**src/rtl/fdiv16_seq.sv**
```systemverilog
// fdiv16_seq: sequential binary16 divider, result = x / y.
// Restoring radix-2 divider producing one quotient bit per clock, with 13 quotient
// bits followed by a single rounding cycle. Valid/ready handshakes sit on both the
// input and the output, and only one operation is in flight at a time.
// Subnormal operands are flushed to zero and raise no flag.
// Optional macro FDIV16_EARLY_OUT_EN: a divisor whose significand is exactly 1.0
// skips the DIV iterations and goes straight to ROUND.
module fdiv16_seq (
   input  logic        clk,
   input  logic        reset_n,
   input  logic        in_valid,
   output logic        in_ready,
   input  logic [15:0] x,
   input  logic [15:0] y,
   input  logic [1:0]  roundmode,
   output logic        out_valid,
   input  logic        out_ready,
   output logic [15:0] result,
   output logic [3:0]  flags
);

   typedef enum logic [1:0] {StIdle, StDiv, StRound, StDone} state_e;

   localparam logic [1:0] RmRz  = 2'b00;
   localparam logic [1:0] RmRne = 2'b01;
   localparam logic [1:0] RmRd  = 2'b10;
   localparam logic [1:0] RmRu  = 2'b11;

   state_e             state_q, state_d;
   logic [3:0]         cnt_q, cnt_d;
   logic [12:0]        quo_q, quo_d;
   logic [11:0]        rem_q, rem_d;
   logic [10:0]        dvs_q, dvs_d;
   logic               sign_q, sign_d;
   logic signed [6:0]  exp_q, exp_d;
   logic [1:0]         rm_q, rm_d;
   logic [15:0]        result_q, result_d;
   logic [3:0]         flags_q, flags_d;

   // Operand fields and classification
   logic [4:0] xe, ye;
   logic [9:0] xm, ym;
   logic       x_zero, x_inf, x_nan, y_zero, y_inf, y_nan, special, op_sign;
   logic [15:0] spec_res;
   logic [3:0]  spec_flags;
   logic signed [6:0] exp_init;

   assign xe       = x[14:10];
   assign xm       = x[9:0];
   assign ye       = y[14:10];
   assign ym       = y[9:0];
   assign x_zero   = (xe == 5'd0);
   assign y_zero   = (ye == 5'd0);
   assign x_inf    = (xe == 5'h1f) && (xm == 10'd0);
   assign y_inf    = (ye == 5'h1f) && (ym == 10'd0);
   assign x_nan    = (xe == 5'h1f) && (xm != 10'd0);
   assign y_nan    = (ye == 5'h1f) && (ym != 10'd0);
   assign special  = x_zero | x_inf | x_nan | y_zero | y_inf | y_nan;
   assign op_sign  = x[15] ^ y[15];
   // Modulo-128 arithmetic gives the correct two's-complement biased exponent
   assign exp_init = 7'(xe) - 7'(ye) + 7'd15;

   // Special-operand result, resolved in priority order at accept time
   always_comb begin
      spec_res   = {op_sign, 15'h0000};
      spec_flags = 4'b0000;
      if (x_nan || y_nan) begin
         spec_res = 16'h7e00;
      end else if ((x_zero && y_zero) || (x_inf && y_inf)) begin
         spec_res   = 16'h7e00;
         spec_flags = 4'b1000;
      end else if (y_zero) begin
         spec_res = {op_sign, 5'h1f, 10'h000};
      end else if (x_zero || y_inf) begin
         spec_res = {op_sign, 15'h0000};
      end else if (x_inf) begin
         spec_res = {op_sign, 5'h1f, 10'h000};
      end
   end

   // One restoring iteration: compare, conditionally subtract, shift
   logic        quo_bit;
   logic [11:0] rem_sub, rem_next;
   logic [12:0] quo_next;

   always_comb begin
      quo_bit  = (rem_q >= {1'b0, dvs_q});
      rem_sub  = quo_bit ? (rem_q - {1'b0, dvs_q}) : rem_q;
      rem_next = {rem_sub[10:0], 1'b0};
      quo_next = {quo_q[11:0], quo_bit};
   end

   // Normalise, round and detect overflow/underflow from the finished quotient
   logic [10:0]       sig;
   logic              guard, sticky, inc, inexact, inf_sel;
   logic [11:0]       sig_rnd;
   logic [9:0]        frac;
   logic signed [6:0] exp_adj, exp_fin;
   logic [15:0]       rnd_res;
   logic [3:0]        rnd_flags;

   always_comb begin
      if (quo_q[12]) begin
         sig     = quo_q[12:2];
         guard   = quo_q[1];
         sticky  = quo_q[0] | (|rem_q);
         exp_adj = exp_q;
      end else begin
         sig     = quo_q[11:1];
         guard   = quo_q[0];
         sticky  = |rem_q;
         exp_adj = exp_q - 7'sd1;
      end
      inexact = guard | sticky;
      unique case (rm_q)
         RmRne:   inc = guard & (sticky | sig[0]);
         RmRu:    inc = inexact & ~sign_q;
         RmRd:    inc = inexact & sign_q;
         default: inc = 1'b0;
      endcase
      sig_rnd = {1'b0, sig} + {11'd0, inc};
      if (sig_rnd[11]) begin
         exp_fin = exp_adj + 7'sd1;
         frac    = 10'd0;
      end else begin
         exp_fin = exp_adj;
         frac    = sig_rnd[9:0];
      end
      inf_sel = (rm_q == RmRne) || ((rm_q == RmRu) && !sign_q) || ((rm_q == RmRd) && sign_q);
      if (exp_fin >= 7'sd31) begin
         rnd_res   = inf_sel ? {sign_q, 5'h1f, 10'h000} : {sign_q, 15'h7bff};
         rnd_flags = 4'b0101;
      end else if (exp_fin <= 7'sd0) begin
         rnd_res   = {sign_q, 15'h0000};
         rnd_flags = 4'b0011;
      end else begin
         rnd_res   = {sign_q, exp_fin[4:0], frac};
         rnd_flags = {3'b000, inexact};
      end
   end

   // Next-state and datapath update
   always_comb begin
      state_d  = state_q;
      cnt_d    = cnt_q;
      quo_d    = quo_q;
      rem_d    = rem_q;
      dvs_d    = dvs_q;
      sign_d   = sign_q;
      exp_d    = exp_q;
      rm_d     = rm_q;
      result_d = result_q;
      flags_d  = flags_q;
      unique case (state_q)
         StIdle: begin
            if (in_valid) begin
               sign_d = op_sign;
               rm_d   = roundmode;
               if (special) begin
                  result_d = spec_res;
                  flags_d  = spec_flags;
                  state_d  = StDone;
               end else begin
                  exp_d   = exp_init;
                  rem_d   = {2'b01, xm};
                  dvs_d   = {1'b1, ym};
                  quo_d   = 13'd0;
                  cnt_d   = 4'd0;
                  state_d = StDiv;
`ifdef FDIV16_EARLY_OUT_EN
                  // Divisor of exactly 1.0: the quotient is the dividend significand
                  if (ym == 10'd0) begin
                     quo_d   = {1'b1, xm, 2'b00};
                     rem_d   = 12'd0;
                     state_d = StRound;
                  end
`endif
               end
            end
         end
         StDiv: begin
            quo_d = quo_next;
            rem_d = rem_next;
            cnt_d = cnt_q + 4'd1;
            if (cnt_q == 4'd12) state_d = StRound;
         end
         StRound: begin
            result_d = rnd_res;
            flags_d  = rnd_flags;
            state_d  = StDone;
         end
         StDone: begin
            if (out_ready) state_d = StIdle;
         end
         default: state_d = StIdle;
      endcase
   end

   // State and datapath registers, asynchronously cleared
   always_ff @(posedge clk or negedge reset_n) begin
      if (!reset_n) begin
         state_q  <= StIdle;
         cnt_q    <= 4'd0;
         quo_q    <= 13'd0;
         rem_q    <= 12'd0;
         dvs_q    <= 11'd0;
         sign_q   <= 1'b0;
         exp_q    <= 7'sd0;
         rm_q     <= 2'b00;
         result_q <= 16'h0000;
         flags_q  <= 4'b0000;
      end else begin
         state_q  <= state_d;
         cnt_q    <= cnt_d;
         quo_q    <= quo_d;
         rem_q    <= rem_d;
         dvs_q    <= dvs_d;
         sign_q   <= sign_d;
         exp_q    <= exp_d;
         rm_q     <= rm_d;
         result_q <= result_d;
         flags_q  <= flags_d;
      end
   end

   assign in_ready  = (state_q == StIdle);
   assign out_valid = (state_q == StDone);
   assign result    = result_q;
   assign flags     = flags_q;

endmodule

```
**config.mk**
```make
export PLATFORM = sky130hd
export DESIGN_NAME = fdiv16_seq
export DESIGN_NICKNAME = d
export VERILOG_FILES = /design/src/rtl/fdiv16_seq.sv
export SDC_FILE = /design/constraint.sdc
export NUM_CORES = 1
export LEC_CHECK = 0
export CAP_MARGIN = 10
export CORE_MARGIN = 5
export CORE_UTILIZATION = 52
export DETAILED_ROUTE_END_ITERATION = 6
export PLACE_DENSITY = 0.78
export SLEW_MARGIN = 40
export SYNTH_ARGS = -nofsm -noshare
export SYNTH_HDL_FRONTEND = slang
export SYNTH_SLANG_ARGS = --single-unit
export TNS_END_PERCENT = 10
```
**constraint.sdc**
```tcl
create_clock -name clk -period 3.45 [get_ports clk]
set_clock_uncertainty 0.1 [all_clocks]
set_input_delay 0.8625 -clock clk [delete_from_list [all_inputs] [get_ports clk]]
set_output_delay 0.8625 -clock clk [all_outputs]
set_load 0.02 [all_outputs]
```
# Word level (Yosys, flattened, before mapping)
# Index checks and enable logic that the tools add are counted.
# totals
ff_bits	72
inputBits	38
# op_classes
add_sub_neg	7
order_cmp	3
eq_ne	14
muxes	40
n_bitwise	14
reduce_logical	29
# ops
cell	n
15-bit 2-to-1 mux	5
16-bit 2-to-1 mux	4
11-bit 2-to-1 mux	3
16-bit case mux with 2 select lines	1
13-bit 2-to-1 mux	2
13-bit case mux with 2 select lines	1
12-bit 2-to-1 mux	2
4-bit 2-to-1 mux	6
12-bit case mux with 2 select lines	1
10-bit zero test	2
10-bit nonzero test	2
4-bit case mux with 2 select lines	2
7-bit 2-to-1 mux	2
11-bit by 1-bit adder with 12-bit output	1
12-bit by 11-bit >= comparator with 1-bit output	1
3-bit AND reduction	4
12-bit OR reduction	1
11-bit subtractor	1
5-bit == test (second input constant)	2
5-bit zero test	2
10-bit 2-to-1 mux	1
2-bit 2-to-1 mux	5
2-bit == test (second input constant)	4
1-bit logical AND	8
other kinds (24)	44

# Depth between registers and ports, before layout
# Gate-level depths: netlist (run 1).
# depth
word_depth	12
ltp_mapped	19
ltp_nobuf	15

# Worst setup path before layout (run 1)
# OpenSTA, ideal clock, no wires.
# synth_path
path_kind	register to register
startpoint	register quo_q[12]
endpoint	register result_q[0] (netlist: result[0])
setup_time_ps	66
arrival_ps	3583
required_time_ps	3284
setup_slack_ps	-299
stages_incl_launch_ff	18
path_buffers	3
period_less_slack_ps	3749
cell_sequence	dfrtp_1 -> buf_4 -> buf_2 -> buf_1 -> mux2_2 -> nor2_1 -> nor2_1 -> nand2_1 -> o21ai_0 -> ha_1 -> nand2_1 -> nor4b_4 -> nand2_2 -> nor4_2 -> and4b_1 -> o21a_4 -> nor4_4 -> a221o_1
# synth_via
elab_chain_len	10
word_cells_on_any_way	19
# synth_rtl
item	line_no	text
from (decl)	31	logic [12:0] quo_q, quo_d;
from (signal assigned)	215	quo_q <= quo_d;
1-bit 2-to-1 mux / 11-bit 2-to-1 mux (equally long branches)	103	if (quo_q[12]) begin
1-bit OR, on equally long branches	114, 116	
1-bit AND, on equally long branches	118, 116, 117	
1-bit case mux with 3 select lines	115	unique case (rm_q)
11-bit by 1-bit adder with 12-bit output	121	sig_rnd = {1'b0, sig} + {11'd0, inc};
7-bit 2-to-1 mux	122	if (sig_rnd[11]) begin
7-bit by 1-bit <= comparator with 1-bit output	133	end else if (exp_fin <= 7'sd0) begin
15-bit 2-to-1 mux	133	
15-bit 2-to-1 mux (*)	130	if (exp_fin >= 7'sd31) begin
16-bit case mux with 2 select lines (*)	154	unique case (state_q)
to (signal assigned)	221	result_q <= result_d;
to (decl)	37	logic [15:0] result_q, result_d;
# Mark *: on every way between the ends. The rest lies on a longest branch, timed or not.
# A chain may end at the register's enable or synchronous reset.

# Worst setup path in the final report (run 1)
# layout_path
startpoint	register rem_q[4]
endpoint	register result_q[6] (netlist: result[6])
# layout_via
elab_chain_len	12
word_cells_on_any_way	17
# layout_rtl
item	line_no	text
from (decl)	32	logic [11:0] rem_q, rem_d;
from (signal assigned)	216	rem_q <= rem_d;
12-bit OR reduction (*)	106, 111	
1-bit OR	106	sticky = quo_q[0] | (|rem_q);
1-bit 2-to-1 mux (*)	103	
1-bit OR, on equally long branches	114, 116	
1-bit AND, on equally long branches	118, 116, 117	
1-bit case mux with 3 select lines (*)	115	
11-bit by 1-bit adder with 12-bit output (*)	121	
7-bit 2-to-1 mux	122	
7-bit by 1-bit <= comparator with 1-bit output	133	
15-bit 2-to-1 mux	133	
15-bit 2-to-1 mux (*)	130	
16-bit case mux with 2 select lines (*)	154	
# Marked as above.

==> results.sh, run 1 <==
export IMPL_ir_drop_v=0.000457
export IMPL_worstPathArrival_ns=3.53
export IMPL_ys_types=66
export IMPL_grt_use_total=0.241
export IMPL_worstSetupPathType="flip-flop to flip-flop"
export IMPL_synth_edf_count=0
export IMPL_yosysWarningCount=0
export IMPL_fmax_mhz=295
export IMPL_antenna_found_initial=0
export IMPL_ys_seq_area_frac=0.346
export IMPL_clock_path_buffers=2
export IMPL_routedWlPerCell_um=16.9
export IMPL_first_iter_violations=294
export IMPL_synthArstFlopShare=1.00
export IMPL_synthCells=592
export IMPL_gr_total_overflow=0
export IMPL_path_clk_slew_ns=0.08
export IMPL_drc=0
export IMPL_n_fill_cell=758
export IMPL_met1_usage=0.295
export IMPL_hold_path_class="flip-flop to flip-flop"
export IMPL_reg2reg_depth=18
export IMPL_start_util=0.532
export IMPL_viasPerCell=5.94
export IMPL_die_area_mm2=0.0121
export IMPL_synth_fp_nets=660
export IMPL_h_tree_depth=3
export IMPL_finalHoldViolations=0
export IMPL_grt_max_degree=73
export IMPL_min_period_ns=3.39
export IMPL_post_dp_hpwl_um=10300
export IMPL_cts_root_buf="clkbuf_8"
export IMPL_insertion_delay_ns=0.36
export IMPL_design_area_mm2=0.00650
export IMPL_cts_buffers=9
export IMPL_grt_use_met3=0.0483
export IMPL_place_area_mm2=0.00614
export IMPL_relSlewSlack=0.453
export IMPL_maxCapViolCount=0
export IMPL_finalNetCount=741
export IMPL_cts_tree="built"
export IMPL_timing_final_crit_share=0.984
export IMPL_area_delta_synth_final_pct=25.0
export IMPL_netlist_top_cells_area="dfrtp_1, ha_1, nand2_1"
export IMPL_powerDensity_mw_per_mm2=950
export IMPL_io_pins=60
export IMPL_worst_pin_slew_ns=0.818
export IMPL_cp_max_fo=10
export IMPL_reg2reg_to="result[6]"
export IMPL_synth_seq_cells=72
export IMPL_post_synth_top_area_cell="dfrtp_1"
export IMPL_portBuffers=59
export IMPL_drtAntennaViolNets=0
export IMPL_total_power_mw=6.18
export IMPL_synth_cell_area_mm2=0.00520
export IMPL_rsz0062_at_grt="true"
export IMPL_final_cell_mix="nand2_1, dfrtp_1, clkdlybuf4s50_1"
export IMPL_vias=4809
export IMPL_num_antenna_cells=0
export IMPL_hold_depth=2
export IMPL_drive_above_1_share=0.154
export IMPL_ff2ff_setup_slack_ns=0.06
export IMPL_cp_required_ns=3.59
export IMPL_worstReg2RegStart="rem_q[4]"
export IMPL_multi_input_area_mm2=0.00325
export IMPL_drt_total_wl_um=13700
export IMPL_grt_pass1_wl_um=22700
export IMPL_p_leak_nw=2.90
export IMPL_holdCritStartpoint="dvs_q[10]"
export IMPL_netlist_area_leader_share=0.346
export IMPL_dieHeight_um=110
export IMPL_drt_first_pass_iters=7
export IMPL_use_met2=0.401
export IMPL_setup_violations=0
export IMPL_whs_endpoint="dvs_q[10]"
export IMPL_startpoint_type="flip-flop"
export IMPL_design_core_area_mm2=0.00977
export IMPL_status="finished clean"
export IMPL_synthFlopType="dfrtp_1"
export IMPL_die_w_um=110
export IMPL_maxSlewViolCount=0
export IMPL_ff_latch_area_mm2=0.00180
export IMPL_gp_congestion=1.02
export IMPL_end_kind="flip-flop"
export IMPL_clkSinkCount=72
export IMPL_grt_pass1_vias=4845
export IMPL_global_route_peak_usage_layer="met2"
export IMPL_syn_area_per_cell_um2=8.79
export IMPL_std_cell_rows=36
## per-stage QoR
step           hold slack (ns)  TNS (ns)  worst slack, ns  utilization  std cells
2_1_floorplan            0.318         0          0.00319            -        592
3_3_place_gp             0.337         0           0.0681        0.628        792
3_5_place_dp             0.342    -0.375           -0.148        0.629        792
4_1_cts                  0.360         0           0.0217        0.655        807
5_1_grt                  0.404    -0.859          -0.0965        0.665        810
6_report                 0.355         0           0.0561        0.665        810
## worst max-delay path: stages, from the launching register on
cell and delay [ns]:
dfrtp_1 0.43, nor4_4 0.33, nand4_1 0.21, nor2_1 0.18
nor2_1 0.06, nand2_1 0.06, o21ai_1 0.07, ha_2 0.20
nand2_2 0.09, nor4b_4 0.05, buf_6 0.15, nand4b_1 0.24
buf_4 0.17, o21a_1 0.15, nor2_4 0.06, o21ai_4 0.21
a21oi_2 0.07, buf_4 0.16, a221o_1 0.27
## layer usage
metal	up-vias	wire, µm
met5	-	0
met3	49	955
li1	2283	-
met2	191	6700
met4	0	524
met1	2286	5550
## sequential cells by signal, summed over array words and instances, names as in the netlist
| name | count |
|---|---|
| flags | 4 |
| rm_q | 2 |
| dvs_q | 11 |
| quo_q | 13 |
| state_q | 2 |
| sign_q | 1 |
| result | 16 |
| exp_q | 7 |
| cnt_q | 4 |
| rem_q | 12 |
## report_power, final
part | switching (mW) | internal [mW] | total (mW) | leakage [nW]
clock | 0.330 | 0.496 | 0.826 | 0.115
sequential | 0.294 | 1.16 | 1.46 | 0.925
combinational | 2.18 | 1.72 | 3.90 | 1.86
## worst max path at each step
stage               cells after the start         to  slack (ns)      start
detailed placement                     15   flags[0]       -0.15   rem_q[3]
CTS                                    16  result[3]        0.02    rm_q[1]
global route                           17  result[5]        -0.1   rem_q[3]
global placement                       17   flags[0]        0.07   rem_q[3]
floorplan                              18  result[8]       0.003  quo_q[12]
finish                                 18  result[6]        0.06   rem_q[4]
## cells by family after synthesis
logic type,after synthesis,synth area share
and+or+nand+nor,206,0.202
AOI/OAI and AO/OA,142,0.186
DFF,72,0.346
buffers and inverters,68,0.0512
xor gates and xnor gates,38,0.0640
muxes,36,0.0751
adders and majority gates,30,0.0751
## timing repair
item	in CTS	in global routing
resized for setup	3	14
pin swaps	0	5
endpoints found under the setup margin	10	17
hold buffers	0	0
setup buffers	0	3
## layout make-up
cell class,instances,share of cell area
Clock inverter,5,0.0162
Sequential cell,72,0.277
Timing Repair Buffer,98,0.137
Multi-Input combinational cell,452,0.500
Tap cell,133,0.0256
Clock buffer,10,0.0212
Inverter,40,0.0231
## cell usage after synthesis (12+ instances only)
master / count
a21o_1: 15
a21oi_1: 26
a221o_1: 12
clkbuf_1: 20
dfrtp_1: 72
ha_1: 28
inv_1: 40
mux2_2: 23
mux2i_1: 12
nand2_1: 73
nand3_1: 29
nor2_1: 41
o21ai_0: 35
xnor2_1: 23
xor2_1: 15
Power figures use the tool's default switching activity.
==> run 2, diff against run 1 <==
CORE_UTILIZATION = 40   (was 52)
PLACE_DENSITY = not set   (was 0.78)
==> run 2 against run 1 <==
Compared with the run above: sequential share of layout area is 0.44 points lower; core utilization shrank 14 points; total power shrank 0.60%; non-clock buffer count up 5; sequential power hardly changed; final cell count grew 5.6%; fmax rose by 3.9%; critical path type unchanged; largest power group unchanged; highest routed layer unchanged.
==> results.sh, run 2 (synthesis gave the netlist of run 1 again) <==
export IMPL_status="finished clean"
export IMPL_die_w_um=124
export IMPL_powerDensity_mw_per_mm2=929
export IMPL_reg2reg_to="result[8]"
export IMPL_grt_pass1_wl_um=22800
export IMPL_seqPwrFrac=0.237
export IMPL_reg2reg_depth=15
export IMPL_largest_reg_flops=16
export IMPL_cp_max_fo=7
export IMPL_timing_final_crit_share=0.947
export IMPL_p_comb_frac=0.622
export IMPL_n_fill_cell=1199
export IMPL_p_sw_frac=0.450
export IMPL_drt_total_wl_um=13500
export IMPL_whs_endpoint="dvs_q[10]"
export IMPL_viasPerCell=5.38
export IMPL_path_cells="nor2b_1 > ha_1 > nor2_1 > nand2_1 > o21ai_1 > ha_2 > nand2_2 > nor4b_4 > buf_4 > nand4b_1 > o21a_1 > nor2_2 > o21a_4 > nor4_4 > a221o_1"
export IMPL_final_cell_mix="nand2_1, dfrtp_1, clkdlybuf4s50_1"
export IMPL_hold_path_class="flip-flop to flip-flop"
export IMPL_drive_above_1_share=0.161
export IMPL_vias=4602
export IMPL_placed_cells=838
export IMPL_first_iter_violations=244
export IMPL_min_period_ns=3.27
export IMPL_rsz0062_at_grt="true"
export IMPL_worstSetupPathType="flip-flop to flip-flop"
export IMPL_clkPwrFrac=0.141
export IMPL_end_kind="flip-flop"
export IMPL_slowest_delay_ns=0.37
export IMPL_ir_drop_v=0.000432
export IMPL_io_pins=60
export IMPL_drt_first_pass_iters=4
export IMPL_holdCritStartpoint="dvs_q[10]"
export IMPL_cp_required_ns=3.57
export IMPL_clock_path_buffers=2
export IMPL_finalSetupTns_ns=0
export IMPL_stdcell_count=855
export IMPL_clkSinkCount=72
export IMPL_dieHeight_um=124
export IMPL_relSlewSlack=0.485
export IMPL_p_int_mw=3.38
export IMPL_cts_root_buf="clkbuf_16"
export IMPL_drtAntennaViolNets=0
export IMPL_worst_pin_slew_ns=0.770
export IMPL_num_antenna_cells=0
export IMPL_h_tree_depth=3
export IMPL_maxSlewViolCount=0
export IMPL_antenna_found_initial=0
export IMPL_post_dp_hpwl_um=10800
export IMPL_drc=0
export IMPL_gr_total_overflow=0
export IMPL_path_clk_slew_ns=0.06
export IMPL_worstReg2RegStart="rm_q[1]"
export IMPL_design_core_area_mm2=0.0127
export IMPL_cp_top_family="simple AND/OR/NAND/NOR gates"
export IMPL_grt_use_total=0.189
export IMPL_finalHoldViolations=0
export IMPL_area_delta_synth_final_pct=27.1
export IMPL_ff2ff_setup_slack_ns=0.18
export IMPL_path_buf_inv=1
export IMPL_finalNetCount=746
export IMPL_netSwitchingPower_mw=2.76
export IMPL_cpMaxStageDelayCell="dfrtp_1"
export IMPL_worstPathArrival_ns=3.39
export IMPL_fmax_mhz=306
export IMPL_maxCapViolCount=0
export IMPL_p_leak_nw=2.96
export IMPL_cts_tree="built"
export IMPL_std_cell_rows=41
export IMPL_final_common_cell="nand2_1"
export IMPL_grt_max_degree=33
export IMPL_grt_pass1_vias=4660
export IMPL_gp_congestion=0.907
export IMPL_setup_violations=0
export IMPL_startpoint_type="flip-flop"
export IMPL_insertion_delay_ns=0.34
export IMPL_die_area_mm2=0.0154
export IMPL_routedWlPerCell_um=15.8
export IMPL_final_util=0.522
export IMPL_portBuffers=59
export IMPL_hold_depth=2
export IMPL_start_util=0.410
export IMPL_cts_buffers=9
-- run 2: timing repair --
action                     in CTS  in global routing
gates resized for setup         0                 20
setup buffers                   0                  1
setup endpoints to repair       0                 17
hold buffers                    0                  0
-- run 2: worst max path at each step --
stage          slack, ns   endpoint       from  cells after the start
2_1_floorplan      0.003  result[8]  quo_q[12]                     18
3_3_place_gp        0.06  result[2]      x[11]                      8
6_report            0.18  result[8]    rm_q[1]                     15
3_5_place_dp        0.02  result[2]      x[11]                      8
4_1_cts             0.08  result[2]   rem_q[4]                     15
5_1_grt            -0.02  result[8]    rm_q[1]                     15
-- run 2: area by class of cell --
class | instances | area [µm²] | share of cell area
timing repair buffer | 103 | 916 | 0.139
clock inverter | 4 | 20.0 | 0.00303
sequential | 72 | 1800 | 0.273
multi-input combinational | 452 | 3260 | 0.493
clock buffer | 12 | 246 | 0.0373
inverter | 40 | 150 | 0.0227
tap | 172 | 215 | 0.0326
-- run 2: power groups by stage --
stage,clock network (mW),logic [mW],registers [mW]
after floorplan,0,2.51,1.48
after global placement,0,3.66,1.43
after detailed placement,0,3.72,1.45
after CTS,0.881,3.73,1.44
after global routing,0.913,4.21,1.50
final,0.863,3.82,1.46
-- run 2: worst reg2reg max path, stage by stage (launching register included) --
cell and delay, ns:
dfrtp_1 0.37, nor2b_1 0.13, ha_1 0.26, nor2_1 0.10, nand2_1 0.05, o21ai_1 0.08
ha_2 0.21, nand2_2 0.07, nor4b_4 0.21, buf_4 0.19, nand4b_1 0.26, o21a_1 0.28
nor2_2 0.23, o21a_4 0.21, nor4_4 0.07, a221o_1 0.33
-- run 2: metrics by stage --
| stage | total power [mW] | instance area, µm² | hold WS [ns] | setup WS, ns |
|---|---|---|---|---|
| global placement | 5.09 | 6240 | 0.349 | 0.0594 |
| detailed placement | 5.17 | 6240 | 0.363 | 0.0234 |
| global route | 6.63 | 6610 | 0.411 | -0.0197 |
| floorplan | 4.00 | 5250 | 0.318 | 0.00319 |
| finish | 6.14 | 6610 | 0.370 | 0.183 |
| CTS | 6.05 | 6510 | 0.377 | 0.0796 |
-- run 2: layer usage --
| layer | routed length [µm] | up-vias | global-route usage |
|---|---|---|---|
| li1 | - | 2294 | - |
| met1 | 6330 | 2190 | 0.249 |
| met2 | 6400 | 103 | 0.313 |
| met3 | 614 | 15 | 0.0313 |
| met4 | 199 | 0 | 0.0678 |
| met5 | 0 | - | 0 |
==> run 3, diff against run 2 <==
SLEW_MARGIN = 20   (was 40)
==> run 3 against run 2 <==
Compared with the run above: sequential cell count unchanged; core utilization is 0.059 points lower; worst hold slack better by 0.00062 ns; via count decreased by 0.39%; non-clock buffer count stayed put; global-route usage unchanged; sequential share of layout area barely moved; clock power is 0.5% lower; critical path depth unchanged; clock-buffer cell count unchanged; final cell count stayed put; total power down 0.23%; critical path type unchanged.
==> results.sh, run 3 (synthesis gave the netlist of run 1 again) <==
export IMPL_cts_tree="built"
export IMPL_cp_top_family="simple AND/OR/NAND/NOR gates"
export IMPL_powerDensity_mw_per_mm2=928
export IMPL_largest_reg_flops=16
export IMPL_hold_path_class="flip-flop to flip-flop"
export IMPL_start_util=0.410
export IMPL_h_tree_depth=3
export IMPL_area_delta_synth_final_pct=27.0
export IMPL_first_iter_violations=219
export IMPL_insertion_delay_ns=0.34
export IMPL_final_util=0.521
export IMPL_status="finished clean"
export IMPL_cp_required_ns=3.58
export IMPL_gp_congestion=0.907
export IMPL_clkPwrFrac=0.140
export IMPL_grt_pass1_vias=4660
export IMPL_clock_path_buffers=2
export IMPL_routedWlPerCell_um=15.8
export IMPL_std_cell_rows=41
export IMPL_slowest_delay_ns=0.37
export IMPL_path_cells="nor2b_1 > ha_1 > nor2_1 > nand2_1 > o21ai_1 > ha_2 > nand2_2 > nor4b_4 > buf_4 > nand4b_1 > o21a_1 > nor2_2 > o21a_4 > nor4_4 > a221o_1"
export IMPL_drive_above_1_share=0.160
export IMPL_timing_final_crit_share=0.948
export IMPL_fmax_mhz=306
export IMPL_end_kind="flip-flop"
export IMPL_die_area_mm2=0.0154
export IMPL_gr_total_overflow=0
export IMPL_final_common_cell="nand2_1"
export IMPL_viasPerCell=5.36
export IMPL_die_w_um=124
export IMPL_cts_hold_buffers=0
export IMPL_finalHoldViolations=0
export IMPL_io_pins=60
export IMPL_maxSlewViolCount=0
export IMPL_worstReg2RegStart="rm_q[1]"
export IMPL_p_sw_frac=0.449
export IMPL_startpoint_type="flip-flop"
export IMPL_clkSinkCount=72
export IMPL_drt_first_pass_iters=4
export IMPL_worst_pin_slew_ns=0.848
export IMPL_cts_root_buf="clkbuf_16"
export IMPL_ir_drop_v=0.000434
export IMPL_whs_ns=0.370
export IMPL_stdcell_count=855
export IMPL_seqPwrFrac=0.237
export IMPL_num_antenna_cells=0
export IMPL_grt_pass1_wl_um=22800
export IMPL_design_core_area_mm2=0.0127
export IMPL_portBuffers=59
export IMPL_post_dp_hpwl_um=10800
export IMPL_finalNetCount=746
export IMPL_p_int_mw=3.37
export IMPL_grt_use_total=0.189
export IMPL_final_cell_mix="nand2_1, dfrtp_1, clkdlybuf4s50_1"
export IMPL_relSlewSlack=0.430
export IMPL_cpMaxStageDelayCell="dfrtp_1"
export IMPL_drtAntennaViolNets=0
export IMPL_min_period_ns=3.27
export IMPL_netSwitchingPower_mw=2.75
export IMPL_antenna_found_initial=0
export IMPL_path_buf_inv=1
export IMPL_holdCritStartpoint="dvs_q[10]"
export IMPL_setup_violations=0
export IMPL_p_comb_frac=0.622
export IMPL_dieHeight_um=124
export IMPL_drt_total_wl_um=13500
export IMPL_maxCapViolCount=0
export IMPL_cp_startpoint="rm_q[1]"
export IMPL_vias=4584
export IMPL_worstSetupPathType="flip-flop to flip-flop"
export IMPL_placed_cells=838
export IMPL_worstPathArrival_ns=3.40
export IMPL_cp_max_fo=7
export IMPL_rsz0062_at_grt="true"
export IMPL_cts_buffers=9
export IMPL_p_leak_nw=2.96
export IMPL_path_clk_slew_ns=0.06
export IMPL_grt_max_degree=33
export IMPL_drc=0
==> run 3: worst register-to-register path: cells and delay by family (launching register included) <==
| family | cells | cell delay, ns |
|---|---|---|
| and+or+nand+nor | 8 | 1.12 |
| DFF | 1 | 0.37 |
| adders and majority gates | 2 | 0.47 |
| AOI/OAI and AO/OA | 4 | 0.90 |
| buffers and inverters | 1 | 0.19 |
==> run 3: layer usage <==
layer  global-route usage  part of all wire
met3               0.0313             0.052
met1                0.249              0.46
met4               0.0678             0.016
met2                0.313              0.47
met5                    0                 0
==> run 3: worst paths after layout <==
kind	endpoint	depth (start not counted)	slack, ns
worst min register to register	dvs_q[10]	2	0.37
worst max register to register	result[8]	15	0.18
min in group asynchronous	quo_q[7]	1	0.46
worst min-delay path	dvs_q[10]	2	0.37
max in group asynchronous	rem_q[0]	2	1.99
worst max-delay path	result[8]	15	0.18
==> run 3: cell type report <==
type | count | area, µm²
fill | 1198 | 6070
multi-input combinational | 452 | 3250
timing repair buffer | 103 | 916
tap | 172 | 215
clock buffer | 12 | 246
sequential | 72 | 1800
inverter | 40 | 150
clock inverter | 4 | 20.0
==> run 3: power groups by stage <==
stage	combinational (mW)	sequential [mW]	clock [mW]
6_report	3.81	1.45	0.859
5_1_grt	4.20	1.50	0.913
4_1_cts	3.73	1.44	0.881
3_5_place_dp	3.72	1.45	0
3_3_place_gp	3.66	1.43	0
2_1_floorplan	2.51	1.48	0
==> run 3: timing repair <==
item / CTS / global route
resized for setup: 0 / 20
endpoints found under the setup margin: 0 / 17
buffers inserted: 0 / 1
==> run 3: metrics by stage <==
step           TNS (ns)  power (mW)  setup slack [ns]  area [µm²]
2_1_floorplan         0        4.00           0.00319        5250
3_3_place_gp          0        5.09            0.0594        6240
3_5_place_dp          0        5.17            0.0234        6240
4_1_cts               0        6.05            0.0796        6510
5_1_grt          -0.104        6.62           -0.0197        6600
6_report              0        6.13             0.180        6600
